==> config.mk <==
export PLATFORM = sky130hd
export DESIGN_NAME = if_stage_pipe
export DESIGN_NICKNAME = d
export VERILOG_FILES = /design/src/rtl/if_stage_pipe_pkg.sv /design/src/rtl/if_stage_pipe_pc_next_mux.sv /design/src/rtl/if_stage_pipe.sv
export SDC_FILE = /design/constraint.sdc
export NUM_CORES = 1
export LEC_CHECK = 0
export ABC_AREA = 1
export CAP_MARGIN = 5
export CORE_MARGIN = 2
export CORE_UTILIZATION = 46
export DETAILED_ROUTE_END_ITERATION = 16
export PLACE_DENSITY = 0.86
export SETUP_SLACK_MARGIN = 0.05
export SLEW_MARGIN = 20
export SYNTH_ARGS = -nofsm -noshare
export SYNTH_HDL_FRONTEND = slang
export SYNTH_SLANG_ARGS = --single-unit
==> constraint.sdc <==
create_clock -name clk -period 4.4 [get_ports clk]
set_clock_uncertainty 0.15 [all_clocks]
set_input_delay 0.88 -clock clk [delete_from_list [all_inputs] [get_ports clk]]
set_output_delay 0.88 -clock clk [all_outputs]
set_load 0.02 [all_outputs]
==> src/rtl/if_stage_pipe_pkg.sv <==
// ----------------------------------------------------------------------------
// if_stage_pipe_pkg
// Shared definitions for the fetch stage: next-PC select encodings, default
// reset PC, the bubble instruction word and a word-alignment helper.
// ----------------------------------------------------------------------------
package if_stage_pipe_pkg;

  // Next-PC select encodings driven by the ID stage
  typedef enum logic [1:0] {
    PCSRC_PC4 = 2'b00,
    PCSRC_BR  = 2'b01,
    PCSRC_JMP = 2'b10,
    PCSRC_JR  = 2'b11
  } pcsrc_e;

  localparam logic [31:0] RESET_PC_DEF = 32'h0000_0000;
  localparam logic [31:0] NOP_INST_DEF = 32'h0000_0000;  // sll $0,$0,0

  // Instruction fetch is word addressed; drop the byte offset
  function automatic logic [31:0] word_align(input logic [31:0] addr);
    return {addr[31:2], 2'b00};
  endfunction

endpackage

==> src/rtl/if_stage_pipe_pc_next_mux.sv <==
// ----------------------------------------------------------------------------
// pc_next_mux
// Combinational 4:1 next-PC select with the byte offset cleared.
// Ports:
//   pcsrc  in  2   select: pc+4 / branch / jump / jr
//   pc4    in  32  sequential successor of pc
//   bpc    in  32  branch target
//   jpc    in  32  j/jal target
//   rpc    in  32  jr target (register value, may be unaligned)
//   npc    out 32  selected next PC, bits [1:0] forced to zero
// ----------------------------------------------------------------------------
module pc_next_mux
  import if_stage_pipe_pkg::*;
(
  input  logic [1:0]  pcsrc,
  input  logic [31:0] pc4,
  input  logic [31:0] bpc,
  input  logic [31:0] jpc,
  input  logic [31:0] rpc,
  output logic [31:0] npc
);

  logic [31:0] sel_s;

  // Target select followed by alignment
  always_comb begin
    sel_s = pc4;
    case (pcsrc_e'(pcsrc))
      PCSRC_PC4: sel_s = pc4;
      PCSRC_BR:  sel_s = bpc;
      PCSRC_JMP: sel_s = jpc;
      PCSRC_JR:  sel_s = rpc;
      default:   sel_s = pc4;
    endcase
    npc = word_align(sel_s);
  end

endmodule

==> src/rtl/if_stage_pipe.sv <==
// ----------------------------------------------------------------------------
// if_stage_pipe
// Fetch stage plus IF/ID pipeline register of the 5-stage MIPS-subset core.
// Holds the PC, selects the next PC, drives the instruction-memory address and
// latches the fetched word into IF/ID. Flush inserts a bubble, stall holds
// everything. Saturating counters record stall and flush cycles.
// Ports:
//   clk, rst     clock, synchronous active-high reset
//   stall        load-use hazard: hold PC and IF/ID
//   flush        squash IF/ID next edge and redirect
//   pcsrc        next-PC select (00 pc+4, 01 bpc, 10 jpc, 11 rpc)
//   bpc/jpc/rpc  redirect targets from ID
//   imem_rdata   instruction word at imem_addr (same cycle)
//   imem_addr    = pc
//   pc           current fetch PC
//   id_inst      IF/ID instruction
//   id_pc4       IF/ID pc+4
//   id_valid     1 = real instruction, 0 = bubble
//   stall_cnt    saturating count of stall cycles
//   flush_cnt    saturating count of flush cycles not masked by a stall
// ----------------------------------------------------------------------------
module if_stage_pipe
  import if_stage_pipe_pkg::*;
#(
  parameter logic [31:0] RESET_PC = RESET_PC_DEF,
  parameter logic [31:0] NOP_INST = NOP_INST_DEF,
  parameter int          CNT_W    = 16
) (
  input  logic             clk,
  input  logic             rst,
  input  logic             stall,
  input  logic             flush,
  input  logic [1:0]       pcsrc,
  input  logic [31:0]      bpc,
  input  logic [31:0]      jpc,
  input  logic [31:0]      rpc,
  input  logic [31:0]      imem_rdata,
  output logic [31:0]      imem_addr,
  output logic [31:0]      pc,
  output logic [31:0]      id_inst,
  output logic [31:0]      id_pc4,
  output logic             id_valid,
  output logic [CNT_W-1:0] stall_cnt,
  output logic [CNT_W-1:0] flush_cnt
);

  localparam logic [CNT_W-1:0] CNT_MAX = {CNT_W{1'b1}};
  localparam logic [CNT_W-1:0] CNT_ONE = {{(CNT_W-1){1'b0}}, 1'b1};

  logic [31:0] pc4_s;
  logic [31:0] npc_s;

  // Sequential successor; wraps naturally modulo 2^32
  always_comb begin
    pc4_s     = pc + 32'd4;
    imem_addr = pc;
  end

  pc_next_mux u_pc_next_mux (
    .pcsrc (pcsrc),
    .pc4   (pc4_s),
    .bpc   (bpc),
    .jpc   (jpc),
    .rpc   (rpc),
    .npc   (npc_s)
  );

  // PC, IF/ID register and event counters; rst > stall > flush > normal
  always_ff @(posedge clk) begin
    if (rst) begin
      pc        <= RESET_PC;
      id_inst   <= NOP_INST;
      id_pc4    <= 32'h0000_0000;
      id_valid  <= 1'b0;
      stall_cnt <= {CNT_W{1'b0}};
      flush_cnt <= {CNT_W{1'b0}};
    end else if (stall) begin
      // Flush and pcsrc are ignored: the ID branch is re-evaluated after the stall
      if (stall_cnt != CNT_MAX) begin
        stall_cnt <= stall_cnt + CNT_ONE;
      end
    end else if (flush) begin
      pc       <= npc_s;
      id_inst  <= NOP_INST;
      id_pc4   <= 32'h0000_0000;
      id_valid <= 1'b0;
      if (flush_cnt != CNT_MAX) begin
        flush_cnt <= flush_cnt + CNT_ONE;
      end
    end else begin
      pc       <= npc_s;
      id_inst  <= imem_rdata;
      id_pc4   <= pc4_s;
      id_valid <= 1'b1;
    end
  end

endmodule

; ---- Yosys cells after proc, flatten, opt, wreduce, memory -nomap -nowiden
; Index checks and enable logic that the tools add are counted.
[totals]
reg_bits = 127
latch_bits = 0
mem_bits_ro = 0
output_inout_bits = 161
word_cells = 22
memories = 0
in_bits = 134
ramBits = 0
[classes]
order_cmp = 0
n_div = 0
mux = 4
reduce_logical = 3
add_sub_neg = 3
multipliers = 0
eq_ne = 5
bitwise = 1
n_shift = 0
[op_table]
columns = op, count
row1 = $pmux 32 s4, 1
row2 = $mux 32, 2
row3 = $add 16x1->16 const B, 2
row4 = $add 32x3->32 const B, 1
row5 = $ne 16x16->1 const B, 2
row6 = $eq 2x2->1 const B, 2
row7 = $reduce_and 3->1, 1
row8 = $eq 2x1->1 const B, 1
row9 = $logic_not 2->1, 1
row10 = $reduce_and 2->1, 1
row11 = $mux 1, 1
row12 = $not 1->1, 1

; ---- Depth between registers and ports, before layout
[depth]
depth_word = 2
mapped_depth = 10
ltp_nobuf = 10

; ---- By module
; A second synthesis with hierarchy kept.
[unflattened]
cells_unflattened = 1068
area_unflattened_um2 = 7189.4
[modules_own_cells]
columns = module, seq_area_each_um2, area_per_inst_um2, cells_each, instances
row1 = if_stage_pipe, 2582.5, 6248.5, 889, 1
row2 = pc_next_mux, 0.0, 940.9, 179, 1

; ---- Worst setup path after synthesis
; Ideal clock, no wire load.
[synth_timing]
path_kind = input port to flip-flop
from = in rst
to = reg flush_cnt[12]
setup_ns = 0.134
t_arrival_ns = 1.721
path_slack_ns = 2.396
path_buffers = 3
cell_stages = 4
required_time_ns = 4.116
cell_sequence = clkbuf_1 -> clkbuf_1 -> buf_1 -> a21oi_1
[synth_lines]
columns = item, line
row1 = "start, declared", if_stage_pipe.sv:30  ; input logic rst,
row2 = "end signal, assigned", if_stage_pipe.sv:76  ; flush_cnt <= {CNT_W{1'b0}};
row3 = "end signal, assigned", if_stage_pipe.sv:88  ; flush_cnt <= flush_cnt + CNT_ONE;
row4 = "end, declared", if_stage_pipe.sv:44  ; output logic [CNT_W-1:0] flush_cnt
; No word-level cell between the ends.

; ---- Final worst setup path
[layout_timing]
from = reg pc[27] (netlist: imem_addr[27])
to = out imem_addr[27]
[layout_lines]
columns = item, line
row1 = "start, declared", if_stage_pipe.sv:39  ; output logic [31:0] pc,
row2 = "start signal, assigned", if_stage_pipe.sv:83  ; pc <= npc_s;
row3 = "start signal, assigned", if_stage_pipe.sv:91  ; pc <= npc_s;
row4 = "end, declared", if_stage_pipe.sv:38  ; output logic [31:0] imem_addr,
; No word-level cell between the ends.

==> flow_summary_export.csv <==
group,metric,value,unit
critical_path,arrival,1.68,ns
timing,hold_viol_final,0,
floorplanning,initial_core_util,0.469,
place,gp_congestion,0.928,
critical_path,crit_path_max_incr_delay,0.69,ns
routing,drt_iter0_drc,596,
cts,root_buffer,"clkbuf_16",
critical_path,crit_type,"reg -> out",
timing,fin_tns_setup,0,ns
synth,ys_warn_count,0,
routing,post_drt_via_cell_ratio,5.23,
place,hpwl,15800,um
routing,vias,7566,
critical_path,path_cells,"clkdlybuf4s50_1",
power,p_leak,3.72,nW
layout,fillers,1179,
cts,cts_setup_buffers,0,
grt,grt_util_all_layers,0.276,
timing,setup_viol,0,
cts,clock_sinks,125,
layout,stdcell_count,1447,
cts,hold_buffers,0,
synth,synth.distinct_cells,37,
floorplanning,die-area,0.0157,mm^2
layout,finalNetCount,1388,
critical_path,critPathTopFamily,"buffers and inverters",
cts,cts_resized,0,
timing,clock.fmax,370,MHz
hold_path,hp-class,"reg -> reg",
critical_path,crit_buf_inv,1,
layout,mostFrequentLayoutCell,"nand2_1",
grt,grt_max_degree,88,
layout,layout-drive-gt1-share,0.0475,
place,io_buffers,282,
routing,detail-route-antenna-nets,0,
grt,overflow,0,
timing,slew_viol_final,0,
timing,fin_crit_sh,0.615,
cts,ctsHtreeMaxLevel,4,
run_status,run_status,"completed",
run,cap_viol_max_count,0,
critical_path,end_kind,"primary output",
grt,grt_pass1_vias,7063,
synth,synth_area_leader_cell,"dfxtp_1",
critical_path,start_kind,"register",
synth,synthCells,1022,
synth,yosys.area.top_type_share,0.370,
synth,synth_top_family_by_area,"simple AND/OR/NAND/NOR gates",
synth,synth-xor-area-share,0.0428,
timing,maxSlewHeadroom,0.330,
power,power_density,332,mW/mm^2
synth,synth.area.mux_share,0,
floorplanning,pin_count,295,
floorplanning,coreArea,0.0144,mm^2
floorplanning,rows,44,
synth,synth_compound_area_frac,0.147,
cts,cts-buffers-inserted,17,
cts,path_clk_slew,0.05,ns
timing,rsz0062_at_grt,"false",
grt,antenna_found_initial,1,
grt,grt_pass1_wl,35100,um
critical_path,crit_fanout,7,
synth,yosys.area_share.adder,0.00555,
floorplanning,dieHeight,125,um
synth,netlist_area,0.00676,mm^2
synth,yosysSeqAreaShare,0.370,
routing,post_drt_wl_per_cell,15.1,um
cts,clk_latency,0.42,ns
layout,final_cell_mix,"nand2_1 (381), clkdlybuf4s50_1 (280), dfxtp_1 (125)",
routing,routed_wirelength,21800,um
critical_path,cp_slowest_cell,"clkdlybuf4s50_1",
synth,ys_seq_elements,125,
power,ir_worst_vdd,0.000299,V
place,dp_cells,1416,
synth,synthSimpleGateAreaFrac,0.334,
synth,syn-mean-instance-area,6.61,um^2
routing,dr.pass1.iters,5,
cts,cts_tree,"yes",
synth,synth.area.top_cells,"dfxtp_1 (37%), nand2_1 (21%), a21oi_1 (8.4%)",
timing,min_period,2.71,ns
critical_path,cp_data_required_time,3.37,ns
floorplanning,die_x,125,um
timing,worst_slew_pin_slew,0.998,ns
routing,drcViolationCount,0,
cts,clock_path_buffers,2,
layout,area_growth,48.6,%
cells in the mapped netlist, drive strengths merged:
cell / number
clkbuf: 30
nand3b: 6
and2: 1
conb: 1
dfxtp: 125
xor2: 22
o21ai: 49
a21o: 1
buf: 53
nand2: 387
nand3: 42
a21oi: 115
inv: 51
nand4: 10
o21bai: 1
nor2: 76
a221oi: 1
nor3: 18
ha: 3
a211oi: 16
xnor2: 11
clkinv: 1
a41oi: 2
cell families after synthesis:
kind of cell / count (synthesis)
xor+xnor: 33
buf+inv: 135
fa+ha+maj: 3
flops: 125
other cells: 1
compound gates: 185
simple gates: 540
report_power, final:
part	switching, mW	total, mW	internal, mW
sequential	0.0566	1.23	1.18
clock	0.474	1.56	1.08
combinational	0.278	0.543	0.264
total	0.809	3.34	2.53
tightest hold or removal path, cell delays in order (launching register included):
cell and delay [ns]:
dfxtp_1 0.30, nand2_1 0.05, a21oi_1 0.06
through the flow:
stage	setup WS (ns)	instance area, um^2	total power [mW]	util	hold WS (ns)
2_1_floorplan	2.40	6780	1.53	-	0.385
3_3_place_gp	1.33	9390	1.79	0.651	0.292
3_5_place_dp	1.33	9390	1.79	0.651	0.304
4_1_cts	1.69	10000	3.35	0.696	0.311
5_1_grt	1.51	10000	3.45	0.697	0.330
6_report	1.69	10000	3.34	0.697	0.308
area by class of cell:
class	instances	area, um^2	area share
multi-input combinational	767	3600	0.359
timing repair buffer	288	2860	0.284
sequential	125	2500	0.249
clock buffer	23	468	0.0466
tap	184	230	0.0229
inverter	52	198	0.0197
clock inverter	7	185	0.0184
antenna	1	2.50	0.000249
registers in the layout, indices dropped and copies added (netlist names):
name       flops
flush_cnt     16
id_inst       32
id_pc4        30
id_valid       1
imem_addr     30
stall_cnt     16
path summary, 6_finish.rpt:
| path | from | to | slack, ns | cells past startpoint |
|---|---|---|---|---|
| worst max-delay path | imem_addr[27]$_SDFFE_PP0N_ | imem_addr[27] | 1.69 | 1 |
| worst min register to register | id_inst[0]$_SDFFE_PP0N_ | id_inst[0]$_SDFFE_PP0N_ | 0.31 | 2 |
| worst max register to register | flush_cnt[0]$_SDFFE_PP0P_ | flush_cnt[6]$_SDFFE_PP0P_ | 1.91 | 10 |
| worst min-delay path | id_inst[0]$_SDFFE_PP0N_ | id_inst[0]$_SDFFE_PP0N_ | 0.31 | 2 |
routing by layer:
| layer | global-route usage | share of wire | up-vias |
|---|---|---|---|
| met4 | 0.122 | 0.033 | 0 |
| met1 | 0.343 | 0.41 | 3425 |
| met3 | 0.0599 | 0.081 | 60 |
| met2 | 0.462 | 0.48 | 353 |
| li1 | - | - | 3728 |
| met5 | 0 | 0 | - |
No activity file was read; power rests on OpenSTA's default activity.
